## config.mk

```make
export PLATFORM = sky130hd
export DESIGN_NAME = wb_sequencer
export DESIGN_NICKNAME = d
export VERILOG_FILES = /design/src/rtl/wb_pkg.sv /design/src/rtl/rr_arbiter7.sv /design/src/rtl/wb_sequencer.sv
export SDC_FILE = /design/constraint.sdc
export NUM_CORES = 1
export LEC_CHECK = 0
export CORE_ASPECT_RATIO = 0.75
export CORE_MARGIN = 5
export CORE_UTILIZATION = 33
export CTS_BUF_LIST = sky130_fd_sc_hd__clkbuf_2 sky130_fd_sc_hd__clkbuf_4 sky130_fd_sc_hd__clkbuf_8
export DETAILED_ROUTE_END_ITERATION = 16
export PLACE_DENSITY = 0.61
export SETUP_SLACK_MARGIN = 0.5
export SLEW_MARGIN = 20
export SYNTH_ARGS = -nofsm -noshare
export SYNTH_HDL_FRONTEND = slang
export SYNTH_SLANG_ARGS = --single-unit
```

## constraint.sdc

```tcl
create_clock -name clk -period 7.1 [get_ports clk]
set_input_delay 1.42 -clock clk [delete_from_list [all_inputs] [get_ports clk]]
set_output_delay 1.42 -clock clk [all_outputs]
set_load 0.005 [all_outputs]
```

## src/rtl/wb_pkg.sv

```systemverilog
// Shared definitions for the register-file write-back sequencer: source indices,
// FSM state encoding and the default stack-pointer register.
package wb_pkg;

  localparam logic [2:0] SRC_ALU   = 3'd0;
  localparam logic [2:0] SRC_MEM   = 3'd1;
  localparam logic [2:0] SRC_HI    = 3'd2;
  localparam logic [2:0] SRC_LO    = 3'd3;
  localparam logic [2:0] SRC_SHIFT = 3'd4;
  localparam logic [2:0] SRC_LUI   = 3'd5;
  localparam logic [2:0] SRC_LT    = 3'd6;
  localparam logic [2:0] SRC_CONST = 3'd7;

  localparam int unsigned SP_REG_DEFAULT = 29;
  localparam int unsigned NUM_SRC        = 7;

  typedef enum logic [1:0] {
    ST_INIT     = 2'd0,
    ST_IDLE     = 2'd1,
    ST_MEM_WAIT = 2'd2,
    ST_WRITE    = 2'd3
  } wb_state_e;

  // One-hot acknowledge for a granted source index.
  function automatic logic [6:0] onehot7(input logic [2:0] idx);
    logic [6:0] v;
    v = '0;
    v[idx] = 1'b1;
    return v;
  endfunction

endpackage

```

## src/rtl/rr_arbiter7.sv

```systemverilog
// Seven-way round-robin picker: returns the first requesting source after ptr,
// wrapping 6 -> 0, so ptr itself has the lowest priority.
module rr_arbiter7 (
  input  logic [6:0] req,
  input  logic [2:0] ptr,
  output logic [2:0] idx,
  output logic       valid
);

  logic [3:0] sum;
  logic [2:0] pos;

  // Walk from the farthest candidate to the nearest so the nearest hit wins.
  always_comb begin
    idx   = '0;
    valid = 1'b0;
    sum   = '0;
    pos   = '0;
    for (int k = 7; k >= 1; k--) begin
      sum = {1'b0, ptr} + 4'(k);
      pos = (sum >= 4'd7) ? 3'(sum - 4'd7) : sum[2:0];
      if (req[pos]) begin
        idx   = pos;
        valid = 1'b1;
      end
    end
  end

endmodule

```

## src/rtl/wb_sequencer.sv

```systemverilog
// Write-back sequencer: one SP init write after reset, then round-robin grants of the
// seven datapath sources onto the MemtoReg mux, with a fixed wait for memory loads.
module wb_sequencer
  import wb_pkg::*;
#(
  parameter int unsigned MEM_LAT = 2,
  parameter int unsigned MEM_SRC = 1,
  parameter int unsigned SP_REG  = SP_REG_DEFAULT
) (
  input  logic       clk,
  input  logic       reset_n,
  input  logic [6:0] req,
  input  logic [34:0] req_dst,
  output logic [6:0] ack,
  output logic [2:0] mem_to_reg,
  output logic [4:0] reg_dst_addr,
  output logic       reg_write,
  output logic       busy,
  output logic       init_done,
  output wb_state_e  state
);

  localparam logic [2:0] MEM_SEL = 3'(MEM_SRC);
  localparam logic [4:0] SP_ADDR = 5'(SP_REG);
  localparam logic [3:0] LAT_M1  = (MEM_LAT == 0) ? 4'd0 : 4'(MEM_LAT - 1);
  localparam bit         HAS_LAT = (MEM_LAT != 0);

  // Valid/ready contract: a source raises req[i] with a stable req_dst slice and keeps
  // both until it sees ack[i]; it drops req[i] the cycle after. Anything that changes
  // after the grant is ignored and the granted write always completes.

  logic [2:0] ptr;
  logic [3:0] cnt;
  logic [2:0] idx_q;
  logic [4:0] dst_q;
  logic [2:0] arb_idx;
  logic       arb_valid;
  logic [4:0] pick_dst;

  rr_arbiter7 u_arb (
    .req   (req),
    .ptr   (ptr),
    .idx   (arb_idx),
    .valid (arb_valid)
  );

  assign pick_dst = req_dst[arb_idx*5 +: 5];

  always_ff @(posedge clk or negedge reset_n) begin
    if (!reset_n) begin
      state        <= ST_INIT;
      mem_to_reg   <= SRC_CONST;
      reg_dst_addr <= '0;
      reg_write    <= 1'b0;
      ack          <= '0;
      busy         <= 1'b1;
      init_done    <= 1'b0;
      ptr          <= 3'd6;
      cnt          <= '0;
      idx_q        <= '0;
      dst_q        <= '0;
    end else begin
      case (state)
        ST_INIT: begin
          mem_to_reg   <= SRC_CONST;
          reg_dst_addr <= SP_ADDR;
          reg_write    <= 1'b1;
          ack          <= '0;
          busy         <= 1'b0;
          state        <= ST_IDLE;
        end
        ST_IDLE: begin
          // The first IDLE edge follows the SP write, so init_done lands the cycle after it.
          init_done <= 1'b1;
          reg_write <= 1'b0;
          ack       <= '0;
          if (arb_valid) begin
            idx_q <= arb_idx;
            dst_q <= pick_dst;
            ptr   <= arb_idx;
            busy  <= 1'b1;
            if (HAS_LAT && (arb_idx == MEM_SEL)) begin
              mem_to_reg <= MEM_SEL;
              cnt        <= LAT_M1;
              state      <= ST_MEM_WAIT;
            end else begin
              mem_to_reg   <= arb_idx;
              reg_dst_addr <= pick_dst;
              reg_write    <= (pick_dst != 5'd0);
              ack          <= onehot7(arb_idx);
              state        <= ST_WRITE;
            end
          end
        end
        ST_MEM_WAIT: begin
          if (cnt == 4'd0) begin
            mem_to_reg   <= idx_q;
            reg_dst_addr <= dst_q;
            reg_write    <= (dst_q != 5'd0);
            ack          <= onehot7(idx_q);
            state        <= ST_WRITE;
          end else begin
            cnt <= cnt - 4'd1;
          end
        end
        ST_WRITE: begin
          reg_write <= 1'b0;
          ack       <= '0;
          busy      <= 1'b0;
          state     <= ST_IDLE;
        end
        default: state <= ST_INIT;
      endcase
    end
  end

endmodule

```

# Word-level counts from Yosys, hierarchy flattened
# Cells that the tools add are included.
# word_totals
in_bits	44
register_bits	35
elab_cells	136
# classes
n_lt_le_gt_ge	18
n_shift	1
mul	1
reduce_logical	16
addsub	15
mux	65
n_eq_ne	9
# ops
op	n
3-bit 2-to-1 mux	17
3-bit by 4-bit < comparator with 1-bit output (second input constant)	9
35-bit by 7-bit indexed part select with 5-bit output	1
4-bit by 3-bit greater-or-equal comparator with 1-bit output (second input constant)	7
1-bit binary-select mux with 3-bit select	7
1-bit 2-to-1 mux	21
7-bit 2-to-1 mux	3
7-bit case mux with 3 select lines	1
3-bit subtractor (second input constant)	7
3-bit by 3-bit adder with 4-bit output (second input constant)	4
5-bit 2-to-1 mux	3
5-bit case mux with 3 select lines	1
4-bit 2-to-1 mux	3
2-bit inequality test (second input constant)	5
5-bit nonzero test	2
3-bit case mux with 3 select lines	1
3-bit by 2-bit adder with 4-bit output (second input constant)	2
4-bit case mux with 2 select lines	1
4-bit AND reduction	2
1-bit demux with 3-bit select	2
3-bit by 1-bit greater-or-equal comparator with 1-bit output (second input constant)	2
3-bit by 3-bit multiplier with 6-bit output (second input constant)	1
2-bit case mux with 3 select lines	1
2-bit AND reduction	3
15 further kinds	19

# Longest topological paths before layout
# depth
word_depth	19
ltp_mapped	22
mapped_depth_nobuf	16

# By module
# Synthesis repeated with hierarchy kept, for this count alone.
# hier_totals
hier_cells	446
area_unflattened_um2	3756.1
# by_module_without_submodules
mod	cells_each	n_inst	area_per_inst_um2	seq_area_each_um2
wb_sequencer	215	1	2060.7	858.3
rr_arbiter7	231	1	1695.4	0.0

# Worst setup path before layout
# OpenSTA, ideal clock, no wires.
# synth_timing
kind	register -> register
startpoint	register ptr[1]
endpoint	register reg_write
synth_period_minus_slack_ps	4696
stages_incl_launch_ff	20
setup_slack_ps	2404
setup_time_ps	124
t_arrival_ps	4572
cell_sequence	dfstp_2 -> clkbuf_1 -> inv_1 -> ha_1 -> buf_2 -> buf_4 -> buf_2 -> nand2b_1 -> a211oi_1 -> nor2_1 -> nand3_1 -> and2_0 -> o21ba_2 -> o21ai_2 -> buf_4 -> mux2i_1 -> o22ai_1 -> mux2_2 -> or4_1 -> o31a_1
# synth_between
elab_chain_cells	18
# synth_lines
item	line	rtl
start: declaration	wb_sequencer.sv:32	logic [2:0] ptr;
start signal: assignment	wb_sequencer.sv:80	ptr <= arb_idx;
3-bit by 3-bit adder with 4-bit output	rr_arbiter7.sv:20	sum = {1'b0, ptr} + 4'(k);
4-bit by 3-bit greater-or-equal comparator with 1-bit output or 3-bit subtractor (tied branches)	rr_arbiter7.sv:21	pos = (sum >= 4'd7) ? 3'(sum - 4'd7) : sum[2:0];
3-bit 2-to-1 mux	rr_arbiter7.sv:21	
1-bit binary-select mux with 3-bit select	rr_arbiter7.sv:22	if (req[pos]) begin
1-bit 2-to-1 mux (implied by the code)	rr_arbiter7.sv:22	
3-bit 2-to-1 mux (7 in series)	rr_arbiter7.sv:22	
3-bit by 3-bit multiplier with 6-bit output	wb_sequencer.sv:47	assign pick_dst = req_dst[arb_idx*5 +: 5];
35-bit by 7-bit indexed part select with 5-bit output	wb_sequencer.sv:47	
5-bit nonzero test	wb_sequencer.sv:89	reg_write <= (pick_dst != 5'd0);
1-bit 2-to-1 mux	wb_sequencer.sv:82	if (HAS_LAT && (arb_idx == MEM_SEL)) begin
1-bit 2-to-1 mux *	wb_sequencer.sv:77	if (arb_valid) begin
1-bit case mux with 4 select lines *	wb_sequencer.sv:63	case (state)
end signal: assignment	wb_sequencer.sv:89	
end signal: assignment	wb_sequencer.sv:99	reg_write <= (dst_q != 5'd0);
end: declaration	wb_sequencer.sv:17	output logic reg_write,
# Every way passes the cells marked *; elsewhere a longest branch is shown, timed or not. The select of a mux whose other input is x is not followed.
# A chain may end at the register's enable or synchronous reset.

# Worst setup path after layout
# layout_timing
startpoint	register ptr[2]
endpoint	register reg_write
# The elaborated chain is that of the path after synthesis.

==> out/qor.csv <==
metric,value,unit
Mapped Nets,559,
drt total wl,12650,um
setup tns final,0,ns
Final Wtd Congestion,0.9045,
crit path max-delay cell type,dfstp_2,
"EDFF count, synth",0,
post-cts resize count,0,
clock sink total,34,
Worst path most repeated cell,mux2i_1,
max_cap viols,0,
number of setup violations in the final report,0,
Critical Path RT,7.28,ns
fin nets,596,
share of post-route cells with drive strength above 1,10.30,%
fin crit share,84.09,%
drt pass-1 iters,5,
Vias per Instance,5.850,
post-synth top area share,17.33,%
Post-Syn Area per Cell,8.153,um2
path category of the worst min-delay check,reg -> reg,
hold_buf cts,0,
Setup Buffers After CTS,0,
Multi-input gate area,2887,um2
Fillers,1200,
Synthesis Warnings,0,
Worst-Margin Slew,1.046,ns
synthesized area,4044,um2
first-pass GRT wire length,20110,um
hold wc startpoint,init_done,
register area share after synthesis,21.23,%
CP startpoint,ptr[2],
clk slew on worst S/H paths,0.07,ns
Routed Antenna Nets,0,
unrepaired setup endpoints after global routing,false,
CP peak stage delay,0.83,ns
Max Clk Rate,0.1675,GHz
slew margin rel.,30.27,%
total number of vias,4095,
"Top FF cell, synth",dfrtp_1,
CTS max path bufs,2,
CTS root buffer,clkbuf_8,
initial drt markers,525,
vias in the first global route,3844,
critical path type,reg -> reg,
Hold Fails Final Rpt,0,
Final min period,5.970,ns
CP endpoint kind,flop,
top flop regs,"ack x7, dst_q x5, reg_dst_addr x5",
synth cell count leaders,"53 x nand2_1, 31 x nor2_1, 28 x dfrtp_1, 26 x inv_1, 25 x o21ai_0",
max FFs per register,7,
Reg with most FFs,ack,
"Clk Latency, worst-skew pair",0.29,ns
number of synthesized register bits,34,
initial antenna violation count,0,
# rows,35,
Slew Limit Fails,0,
Synth area leaders,"dfrtp_1 17%, mux2i_1 5.7%, ha_1 5.6%",
die height,105.9,um
async set-or-reset flop fraction in the synthesized netlist,100.0,%
# diodes,0,
reg-to-reg startpoint,ptr[2],
total CTS buffers,5,
drt wl/cell,18.07,um
largest net degree at the start of global routing,55,
Critical Path Source Type,flop,
Die Area,14590,um2
DRC errors left,0,
Ports,64,
Global Route Usage Sum,16.97,%
Core ar.,12130,um2
starting density of the core,33.34,%
"Remaining Overflow, GRT",0,
status,finished clean,
Register Area,858.3,um2
CP Cell Sequence,inv_1 -> ha_1 -> and2_1 -> o221ai_1 -> o22ai_1 -> a221oi_1 -> a41oi_1 -> o21ba_2 -> o21ai_2 -> mux2i_1 -> mux2i_1 -> mux2_2 -> or4_1 -> o31a_1,
TritonCTS clock tree,built,
"Max FO, Critical Path",19,
Syn Inst Count,496,
DP HPWL,9438,um
port buffer count,63,
P&R area growth vs syn,19.93,%
DIE WIDTH,137.8,um
Synth cell types,86,
Clock Skews,0.008217,ns
CP arrival,6.15,ns
Yosys top cell by area,dfrtp_1,
H-tree levels,2,
top-count cell post-synth,nand2_1,
path summary, 6_finish.rpt:
| path | to | slack [ns] | cells after the start |
|---|---|---|---|
| worst max-delay path | reg_write | 1.13 | 14 |
| worst min-delay path | init_done | 0.47 | 1 |
| worst max register to register | reg_write | 1.13 | 14 |
| worst min register to register | init_done | 0.47 | 1 |
| max in group asynchronous | busy | 5.21 | 2 |
| min in group asynchronous | dst_q[3] | 1.54 | 2 |
metrics by stage:
step / setup WS, ns / utilization (%) / cells / hold slack (ns) / instance area, um2
2_1_floorplan: 2.404 / - / 496 / 0.4622 / 4044
3_3_place_gp: 1.208 / 38.99 / 692 / 0.4515 / 4730
3_5_place_dp: 1.107 / 38.99 / 692 / 0.4573 / 4730
4_1_cts: 1.230 / 39.98 / 700 / 0.4747 / 4850
5_1_grt: 0.8041 / 39.98 / 700 / 0.5009 / 4850
6_report: 1.130 / 39.98 / 700 / 0.4704 / 4850
kinds of logic after synthesis:
| kind of cell | count (synthesis) | share of synthesized area (%) |
|---|---|---|
| AO/OA/AOI/OAI | 150 | 27.60 |
| XOR/XNOR | 9 | 2.135 |
| flip-flops | 34 | 21.23 |
| buffers and inverters | 66 | 7.394 |
| AND/OR/NAND/NOR | 173 | 21.63 |
| adder cells (fa/ha/maj) | 19 | 6.064 |
| multiplexers | 45 | 13.95 |
placed cells by master (no fill, tap or decap), types with 4 or more instances in the layout:
cell,count
clkdlybuf4s50_1,63
nand2_1,53
nor2_1,31
dfrtp_1,28
inv_1,26
o21ai_0,25
mux2i_1,23
a21oi_1,22
ha_1,18
nand2b_1,15
mux2_2,14
nand3_1,14
nor3_1,13
a211oi_1,11
nor2b_1,9
a31oi_1,9
and2_1,6
o211ai_1,6
a221oi_1,6
mux4_2,6
dfstp_2,6
clkbuf_8,6
buf_4,6
nand4_1,5
a21o_1,5
o22ai_1,5
xnor2_1,5
a41oi_1,5
nor3b_1,4
nand3b_1,4
layer usage:
layer	vias to the layer above	track usage, %	routed length (um)
met5	-	0	0
met4	0	3.667	136
met3	19	2.338	999
met2	191	25.07	5630
met1	1959	26.03	5881
li1	1926	-	-
worst max-delay path, delay by kind of cell (launching register included):
kind	cells	cell delay [ns]
fa+ha+maj	1	0.55
mux	3	0.72
compound gates	7	2.61
flops	1	0.83
buf+inv	1	0.35
simple gates	2	0.77
layout make-up:
class | instances | area share, %
Timing Repair Buffer | 69 | 13.93
Inverter | 27 | 2.090
Clock inverter | 1 | 0.6192
Multi-Input combinational cell | 396 | 59.52
Clock buffer | 7 | 1.858
Sequential cell | 34 | 17.70
Tap cell | 166 | 4.283
Power is left out: the tool's default activity adds up to more than one toggle a clock period on the data nets, which glitch-free logic cannot reach.
